--- config.mk ---
export PLATFORM = sky130hd
export DESIGN_NAME = mul_prod_accum
export DESIGN_NICKNAME = d
export VERILOG_FILES = /design/src/rtl/mul_prod_accum.sv
export SDC_FILE = /design/constraint.sdc
export NUM_CORES = 1
export LEC_CHECK = 0
export ABC_CLOCK_PERIOD_IN_PS = 3100
export CAP_MARGIN = 20
export CORE_MARGIN = 2
export CORE_UTILIZATION = 25
export CTS_CLUSTER_DIAMETER = 150
export DETAILED_ROUTE_END_ITERATION = 8
export GPL_TIMING_DRIVEN = 1
export PLACE_DENSITY_LB_ADDON = 0.2
export RECOVER_POWER = 100
export REMOVE_ABC_BUFFERS = 1
export SYNTH_ARGS = -nofsm -noshare
export SYNTH_HDL_FRONTEND = slang
export SYNTH_SLANG_ARGS = --single-unit
--- constraint.sdc ---
create_clock -name clk -period 3.1 [get_ports clk]
set_input_delay 0.62 -clock clk [delete_from_list [all_inputs] [get_ports clk]]
set_output_delay 0.62 -clock clk [all_outputs]
set_load 0.1 [all_outputs]
--- src/rtl/mul_prod_accum.sv ---
// Dot-product accumulator that sits behind the sequential multiplier. It counts out
// the multiplier latency after each start, adds the product, and hands the sum downstream.
module mul_prod_accum #(
    parameter int unsigned OP_W        = 8,
    parameter int unsigned ACC_W       = 12,
    parameter int unsigned N_TERMS     = 4,
    parameter int unsigned MUL_LATENCY = 5
) (
    input  logic             clk,
    input  logic             rst_n,
    input  logic             start,
    input  logic [OP_W-1:0]  op,
    input  logic             clr,
    input  logic             acc_ready,
    output logic             acc_valid,
    output logic [ACC_W-1:0] acc_out,
    output logic             acc_ovf,
    output logic [2:0]       term_cnt,
    output logic             busy,
    output logic             lost_start
);

    localparam int unsigned CNT_W = (MUL_LATENCY < 2) ? 1 : $clog2(MUL_LATENCY + 1);
    localparam int unsigned SUM_W = ACC_W + 1;

    typedef enum logic [1:0] {
        S_IDLE = 2'd0,
        S_WAIT = 2'd1,
        S_HOLD = 2'd2
    } state_e;

    state_e             state_q, state_d;
    logic [CNT_W-1:0]   cnt_q, cnt_d;
    logic [ACC_W-1:0]   acc_q, acc_d;
    logic               ovf_q, ovf_d;
    logic [2:0]         term_q, term_d;
    logic               valid_q, valid_d;
    logic               busy_q, busy_d;
    logic               lost_q, lost_d;

    logic [SUM_W-1:0]   sum_c;
    logic [2:0]         term_inc_c;

    // Extra top bit of the sum is the carry that feeds the sticky overflow flag.
    assign sum_c      = SUM_W'(acc_q) + SUM_W'(op);
    assign term_inc_c = term_q + 3'd1;

    always_ff @(posedge clk or negedge rst_n) begin
        if (!rst_n) begin
            state_q <= S_IDLE;
            cnt_q   <= '0;
            acc_q   <= '0;
            ovf_q   <= 1'b0;
            term_q  <= '0;
            valid_q <= 1'b0;
            busy_q  <= 1'b0;
            lost_q  <= 1'b0;
        end else begin
            state_q <= state_d;
            cnt_q   <= cnt_d;
            acc_q   <= acc_d;
            ovf_q   <= ovf_d;
            term_q  <= term_d;
            valid_q <= valid_d;
            busy_q  <= busy_d;
            lost_q  <= lost_d;
        end
    end

    always_comb begin
        state_d = state_q;
        cnt_d   = cnt_q;
        acc_d   = acc_q;
        ovf_d   = ovf_q;
        term_d  = term_q;
        lost_d  = lost_q;

        if (clr) begin
            state_d = S_IDLE;
            cnt_d   = '0;
            acc_d   = '0;
            ovf_d   = 1'b0;
            term_d  = '0;
            lost_d  = 1'b0;
        end else begin
            case (state_q)
                S_IDLE: begin
                    if (start) begin
                        state_d = S_WAIT;
                        cnt_d   = CNT_W'(MUL_LATENCY);
                    end
                end
                S_WAIT: begin
                    // A restart abandons the in-flight product, even on its final edge.
                    if (start) begin
                        cnt_d = CNT_W'(MUL_LATENCY);
                    end else if (cnt_q == CNT_W'(1)) begin
                        cnt_d   = '0;
                        acc_d   = sum_c[ACC_W-1:0];
                        ovf_d   = ovf_q | sum_c[ACC_W];
                        term_d  = term_inc_c;
                        state_d = (term_inc_c == 3'(N_TERMS)) ? S_HOLD : S_IDLE;
                    end else begin
                        cnt_d = cnt_q - CNT_W'(1);
                    end
                end
                S_HOLD: begin
                    if (acc_ready) begin
                        acc_d  = '0;
                        ovf_d  = 1'b0;
                        term_d = '0;
                        if (start) begin
                            state_d = S_WAIT;
                            cnt_d   = CNT_W'(MUL_LATENCY);
                        end else begin
                            state_d = S_IDLE;
                        end
                    end else if (start) begin
                        lost_d = 1'b1;
                    end
                end
                default: begin
                    state_d = S_IDLE;
                    cnt_d   = '0;
                end
            endcase
        end
    end

    // Status flags are registered copies of the next state so they track it exactly.
    always_comb begin
        valid_d = (state_d == S_HOLD);
        busy_d  = (state_d == S_WAIT);
    end

    assign acc_valid  = valid_q;
    assign acc_out    = acc_q;
    assign acc_ovf    = ovf_q;
    assign term_cnt   = term_q;
    assign busy       = busy_q;
    assign lost_start = lost_q;

endmodule
Word level (Yosys, flattened, before mapping)
Index checks and enable logic that the tools add are counted.
Operators by class
  bitwise logic cells: 1
  equal/unequal tests: 10
  add/subtract/negate cells: 3
  reduce and logical (&&, ||, !) cells: 6
  multiplexer cells: 33
Operators with widths (count)
  $mux W12: 4
  $mux W3: 9
  $pmux W12 S2: 1
  $add A12 B8 Y13: 1
  $mux W2: 6
  $mux W1: 9
  $ne A3 B3 Y1 const B: 3
  $pmux W3 S3: 1
  $pmux W2 S3: 1
  $pmux W3 S2: 1
  $eq A2 B1 Y1 const B: 2
  $eq A2 B2 Y1 const B: 2
  $reduce_and A4 Y1: 1
  $reduce_bool A2 Y1: 2
  $add A3 B1 Y3 const B: 1
  $eq A3 B1 Y1 const B: 1
  $eq A3 B3 Y1 const B: 1
  $reduce_and A3 Y1: 1
  $reduce_bool A3 Y1: 1
  $sub A3 B1 Y3 const B: 1
  $logic_not A2 Y1: 1
  $ne A2 B2 Y1 const B: 1
  $pmux W1 S2: 1
  $or A1 B1 Y1: 1
Word-level totals
  output and inout port bits: 19
  register bits after elaboration: 24
  input bits: 13
  logic and storage cells: 61

Longest topological paths before layout
  depth in word-level cells: 8
  gate-level depth with buffers: 8
  mapped depth without buffers: 7

Least setup slack after synthesis
OpenSTA, ideal clock, no wires.
  path type: register to register
  start: register acc_q[0], in the netlist acc_out[0]
  end: register ovf_q, in the netlist acc_ovf
  arrival: 2517 ps
  clock period less this slack: 2637 ps
  path buffers: 0
  path slack: 463 ps
  library setup time: 120 ps
  required time: 2980 ps
  stages on the path, launching flop included: 8
  cells stage by stage: dfrtp_1 > ha_1 > fa_1 > a211oi_1 > nor2_1 > a221oi_2 > nor3_1 > o21ba_2
On the way
  longest elaborated chain between the ends: 6
RTL lines
  start: declaration: line 34  | logic [ACC_W-1:0] acc_q, acc_d;
  start signal: assignment: line 52  | acc_q <= '0;
  start signal: assignment: line 61  | acc_q <= acc_d;
  $add A12 B8 Y13: line 45  | assign sum_c = SUM_W'(acc_q) + SUM_W'(op);
  $or A1 B1 Y1: line 100  | ovf_d = ovf_q | sum_c[ACC_W];
  $mux W1: line 97  | end else if (cnt_q == CNT_W'(1)) begin
  $mux W1: line 95  | if (start) begin
  $pmux W1 S2: line 86  | case (state_q)
  $mux W1: line 78  | if (clr) begin
  end signal: assignment: line 62  | ovf_q <= ovf_d;
  end: declaration: line 35  | logic ovf_q, ovf_d;
Every way passes these cells. The select of a mux whose other input is x is not followed.
A chain may end at the register's enable or synchronous reset.

Worst setup path in the final report
  start: input op[0]
  end: register ovf_q, in the netlist acc_ovf
On the way
  longest elaborated chain between the ends: 6
RTL lines
  start: declaration: line 12  | input logic [OP_W-1:0] op,
  $add A12 B8 Y13: line 45
  $or A1 B1 Y1: line 100
  $mux W1: line 97
  $mux W1: line 95
  $pmux W1 S2: line 86
  $mux W1: line 78
Every way passes these cells. The select of a mux whose other input is x is not followed.

==> out/qor.yml <==
timing:
  max_freq_mhz: 358
  drv_slew: 0
  fin_crit_sh_pct: 90.2
  holdWs_ns: 0.486
  clock_skew_ns: 0.00239
  setup_tns_ns: 0
  hold_viol_final: 0
  tightest_slew_ns: 1.37
  slew_headroom_pct: 8.93
  rsz0062_at_grt: "false"
  timing.final.ws_setup_ns: 0.305
  final-setup-viol-count: 0
  min_period_ns: 2.79
synth:
  synth_compound_area_share_pct: 26.1
  syn-instance-count: 147
  synth_edf_count: 0
  yosys.area_share.simple_pct: 14.3
  synth-seq-cells: 24
  synth_fa_ha_area_share_pct: 11.5
  ys.warnings.count: 0
  syn-cell-area_mm2: 0.00148
  synth_ff_type: "dfrtp_1"
  synthMuxAreaShare_pct: 0.759
  synth_seq_area_share_pct: 40.5
  avgSynthCellArea_um2: 10.1
  synth_xor_area_share_pct: 4.13
  synth-async-reset-ratio_pct: 100
  synth_top_family_by_area: "compound AO/OA/AOI/OAI gates"
  synth.distinct_cells: 42
global_routing:
  grt_pass1_vias: 1295
  grtUsageTotal_pct: 11.5
  grt_remaining_overflow: 0
  grt_max_degree: 25
  grt_first_pass_wirelength_um: 6020
  antenna_found_initial: 0
power:
  max-vdd-ir-drop_mv: 0.174
  leakagePower_nw: 0.786
  clockPowerShare_pct: 28.4
  switchingPower_mw: 0.192
  power_density_mw_per_mm2: 359
  switching_share_pct: 29.8
  internal_power_mw: 0.452
  power_frac_comb_pct: 20.4
  sequentialPowerShare_pct: 51.2
layout:
  diodes: 0
  layout_commonest_cell: "dfrtp_1"
  layout-drive-gt1-share_pct: 7.78
  fin_nets: 208
  final_cell_area_mm2: 0.00179
  mostFrequentLayoutCells: "dfrtp_1 (24), clkbuf_1 (21), a21oi_1 (13)"
  nFillCells: 644
  fin_cells: 255
  area_delta_synth_final_pct: 20.9
cts:
  cts_num_sinks: 24
  cts_hold_buf: 0
  clk_latency_ns: 0.26
  cts.htree.levels: 1
  cts_tree: "built"
  path_clk_slew_ns: 0.08
  cts_buffer_depth: 2
  ctsResizeCount: 0
  post-cts-setup-buffer-count: 0
  cts_made_buffers: 3
  cts-root-buf: "clkbuf_8"
route:
  drtIter0Drc: 55
  wl_um: 3370
  drc_errors: 0
  ant_nets: 0
  first_pass_iters: 4
  wl_per_cell_um: 13.2
  vias_per_cell: 4.82
  vias: 1229
placement:
  hpwl_um: 2550
  io_buffer_count: 31
  place.gp.congestion: 0.749
  dp.cells: 252
  post-place-ws_ns: 0.181
  place_area_mm2: 0.00184
floorplanning:
  dieArea_mm2: 0.00657
  initial_utilization_pct: 25.5
  core-area_mm2: 0.00582
  die_y_um: 81.0
  die_width_um: 81.0
  num_io_pins: 32
  rows: 28
critical_path:
  worstPathMaxFanout: 5
  end_kind: "flop"
  required_ns: 3.26
  start_kind: "input pin"
  crit_type: "input pin to flop"
  rrSetupSlack_ns: 0.82
  crit_arrival_ns: 2.95
run_status:
  status: "finished, final reports clean"
run:
  maxCapViolations: 0
worst_hold_path:
  hold_class: "flop to flop"
worst max-delay path, cell delays in order:
cell           delay, ns
dlygate4sd3_1       0.54
ha_1                0.24
fa_1                0.43
a211oi_1            0.30
nor2_1              0.13
a221oi_2            0.38
nor3_1              0.11
o21ba_2             0.20
per-layer routing:
layer	vias up	share of wire, %	global-route usage (%)
met4	0	0.45	2.71
li1	614	-	-
met3	2	3.8	2.11
met2	24	45	18.1
met1	589	51	16.3
met5	-	0	0
cells in the mapped netlist (all sizes together), types with 2 or more instances:
cell / n / area, um^2
nand2: 11 / 41.3
o21bai: 2 / 15.0
a21o: 3 / 22.5
o21ai: 11 / 55.1
nor2b: 3 / 18.8
nand2b: 2 / 22.5
nand3: 5 / 35.0
buf: 3 / 15.0
a221oi: 2 / 23.8
inv: 6 / 22.5
nor2: 9 / 33.8
o31ai: 2 / 15.0
a211oi: 3 / 22.5
xnor2: 4 / 35.0
ha: 12 / 150
dfrtp: 24 / 601
xor2: 3 / 26.3
a21oi: 13 / 65.1
a22o: 8 / 70.1
or3: 2 / 12.5
nor3: 3 / 20.0
logic make-up (layout without fill, tap and decap cells):
family	Yosys count	count (layout)
mux	1	1
xor+xnor	7	7
buf+inv	10	43
fa+ha+maj	13	13
simple gates	39	39
flops	24	24
compound gates	53	53
power groups by stage:
stage | logic, mW | registers, mW | clock network, mW
2_1_floorplan | 0.0593 | 0.366 | 0
3_3_place_gp | 0.138 | 0.336 | 0
3_5_place_dp | 0.139 | 0.336 | 0
4_1_cts | 0.140 | 0.330 | 0.196
5_1_grt | 0.146 | 0.331 | 0.205
6_report | 0.131 | 0.329 | 0.183
worst paths after layout:
kind | to | start | cells after the start
max | acc_ovf | op[0] | 8
min | cnt_q[1] | cnt_q[1] | 2
max reg2reg | acc_ovf | acc_out[0] | 7
min reg2reg | cnt_q[1] | cnt_q[1] | 2
max in group asynchronous | acc_out[4] | rst_n | 2
min in group asynchronous | cnt_q[2] | rst_n | 2
per-stage QoR:
stage                     utilization (%)  power (mW)
after CTS                            32.4       0.666
after detailed placement             31.7       0.476
final                                30.9       0.643
after floorplan                         -       0.425
after global placement               31.7       0.473
after global routing                 30.9       0.682
cell type report:
cell class | count | area (um^2) | area share [%]
Clock buffer | 3 | 41.3 | 2.30
Tap cell | 75 | 93.8 | 5.23
Timing Repair Buffer | 34 | 206 | 11.5
Sequential cell | 24 | 601 | 33.5
Inverter | 6 | 22.5 | 1.26
Multi-Input combinational cell | 113 | 830 | 46.2
registers in the layout, summed over array words and instances (netlist names):
register    flops
acc_out        12
acc_ovf         1
acc_valid       1
busy            1
cnt_q           3
lost_start      1
state_q         2
term_cnt        3
No activity file was read; power rests on OpenSTA's default activity.
==> RTL edit: new RTL, config.mk and constraints unchanged <==
Put one more register stage on the output `term_cnt`, cleared by the reset. The value now appears one clock later. The other outputs are not delayed to match.
--- a/src/rtl/mul_prod_accum.sv
+++ b/src/rtl/mul_prod_accum.sv
@@ -136,7 +136,13 @@
     assign acc_valid  = valid_q;
     assign acc_out    = acc_q;
     assign acc_ovf    = ovf_q;
-    assign term_cnt   = term_q;
+    always_ff @(posedge clk or negedge rst_n) begin
+        if (!rst_n) begin
+            term_cnt <= '0;
+        end else begin
+            term_cnt <= term_q;
+        end
+    end
     assign busy       = busy_q;
     assign lost_start = lost_q;
 
Behaviour: not the same (a bounded check fails within 10 cycles, from zero or initial values and one cycle with rst_n low).
==> RTL edit against the unedited design <==
  * The run now ends with capacitance limit, slew limit left
  * Routed wire length is 9.6% higher
  * Die area rose by 5.0%
  * Sequential cell count increased by 3
  * Cell area up 5.2%
  * Worst setup slack gained 400 ps
  * Count of clock-buffer cells in the layout stayed put
  * Area after synthesis grew 5.3%
  * Largest cell class unchanged
  * Highest routed layer unchanged
Power is not compared: it rests on default switching activity, and its combinational part moved more than twofold at a synthesized area within 25%.
==> RTL edit: results (changes against the unedited design) <==
[run_status]
status=finished with violations
violations=capacitance limit, slew limit

[critical_path]
cp_max_fo=10  ; +5
path_delay_family=buffers and inverters
arrival_ps=2560  ; -390 ps

[clock_tree]
clkSlewWorstSetupHoldPaths_ps=110  ; +30 ps
clock_latency_ps=280  ; +20 ps

[drt]
wl_per_cell_um=13.5  ; +2.3%
num_vias=1301  ; +5.9%
drtIter0Drc=53  ; -3.6%

[timing]
tightest_slew_ps=1530  ; +167 ps
fin_skew_ps=2.84  ; +0.450 ps
slew_violations=28  ; +28

[cells_and_area]
fill_cells=643  ; -0.16%
drive_gt1_share_pct=4.04  ; -3.7 points

[placed_design]
dp_hpwl_mm=2.76  ; +8.5%

[synth]
ys_types=36  ; -14%
synth.yosys.seq_area_share_pct=43.2  ; +2.8 points
synth-adder-area-share_pct=10.9  ; -0.58 points
synthCells=163  ; +11%
synth.area.mux_share_pct=1.28  ; +0.52 points
synth_xor_area_share_pct=2.24  ; -1.9 points
synthTopCellsByArea=dfrtp_1 (43%), ha_1 (9.6%), nand2_1 (6.2%), a21oi_1 (3.8%), o21ai_0 (2.9%)

[flow_run]
drv_cap=1  ; +1

[grt]
grt_usage_pct=11.4  ; -0.12 points

[RTL edit: area by class of cell]
class	count	share of cell area (%)
clock inverter	1	0.398
sequential	27	35.8
tap	75	4.97
clock buffer	3	2.19
multi-input combinational	126	44.5
timing repair buffer	34	10.7
inverter	7	1.39
[RTL edit: metal layers]
layer / vias to the layer above / GRT usage, % / share of wire [%]
met5: - / 0 / 0
met4: 0 / 4.47 / 1.1
met3: 2 / 1.79 / 3.1
met2: 24 / 16.8 / 42
met1: 612 / 16.5 / 54
li1: 663 / - / -
[RTL edit: through the flow]
step	hold WS, ps	utilization (%)	total power, W	worst slack (ps)	instances
3_5_place_dp	394	32.2	0.000834	485	269
4_1_cts	419	33.0	0.00106	779	273
6_report	417	31.5	0.00102	707	273
2_1_floorplan	324	-	0.000724	669	160
5_1_grt	439	31.5	0.00108	588	273
3_3_place_gp	392	32.2	0.000840	501	269
[RTL edit: final timing paths]
| kind | startpoint | endpoint | slack, ps | cells after the start |
|---|---|---|---|---|
| max reg2reg | cnt_q[0] | acc_out[11] | 1070 | 6 |
| min in group asynchronous | rst_n | acc_out[2] | 1230 | 2 |
| max in group asynchronous | rst_n | acc_out[7] | 980 | 2 |
| min reg2reg | term_q[2] | term_cnt[2] | 420 | 0 |
| min | term_q[2] | term_cnt[2] | 420 | 0 |
| max | start | acc_out[11] | 710 | 6 |
[RTL edit: power by group through the flow]
| stage | Sequential (W) | Clock, W | Combinational (W) |
|---|---|---|---|
| CTS | 0.000402 | 0.000226 | 0.000426 |
| floorplan | 0.000564 | 0 | 0.000160 |
| global placement | 0.000410 | 0 | 0.000430 |
| detailed placement | 0.000409 | 0 | 0.000425 |
| finish | 0.000401 | 0.000218 | 0.000400 |
| global route | 0.000406 | 0.000243 | 0.000435 |
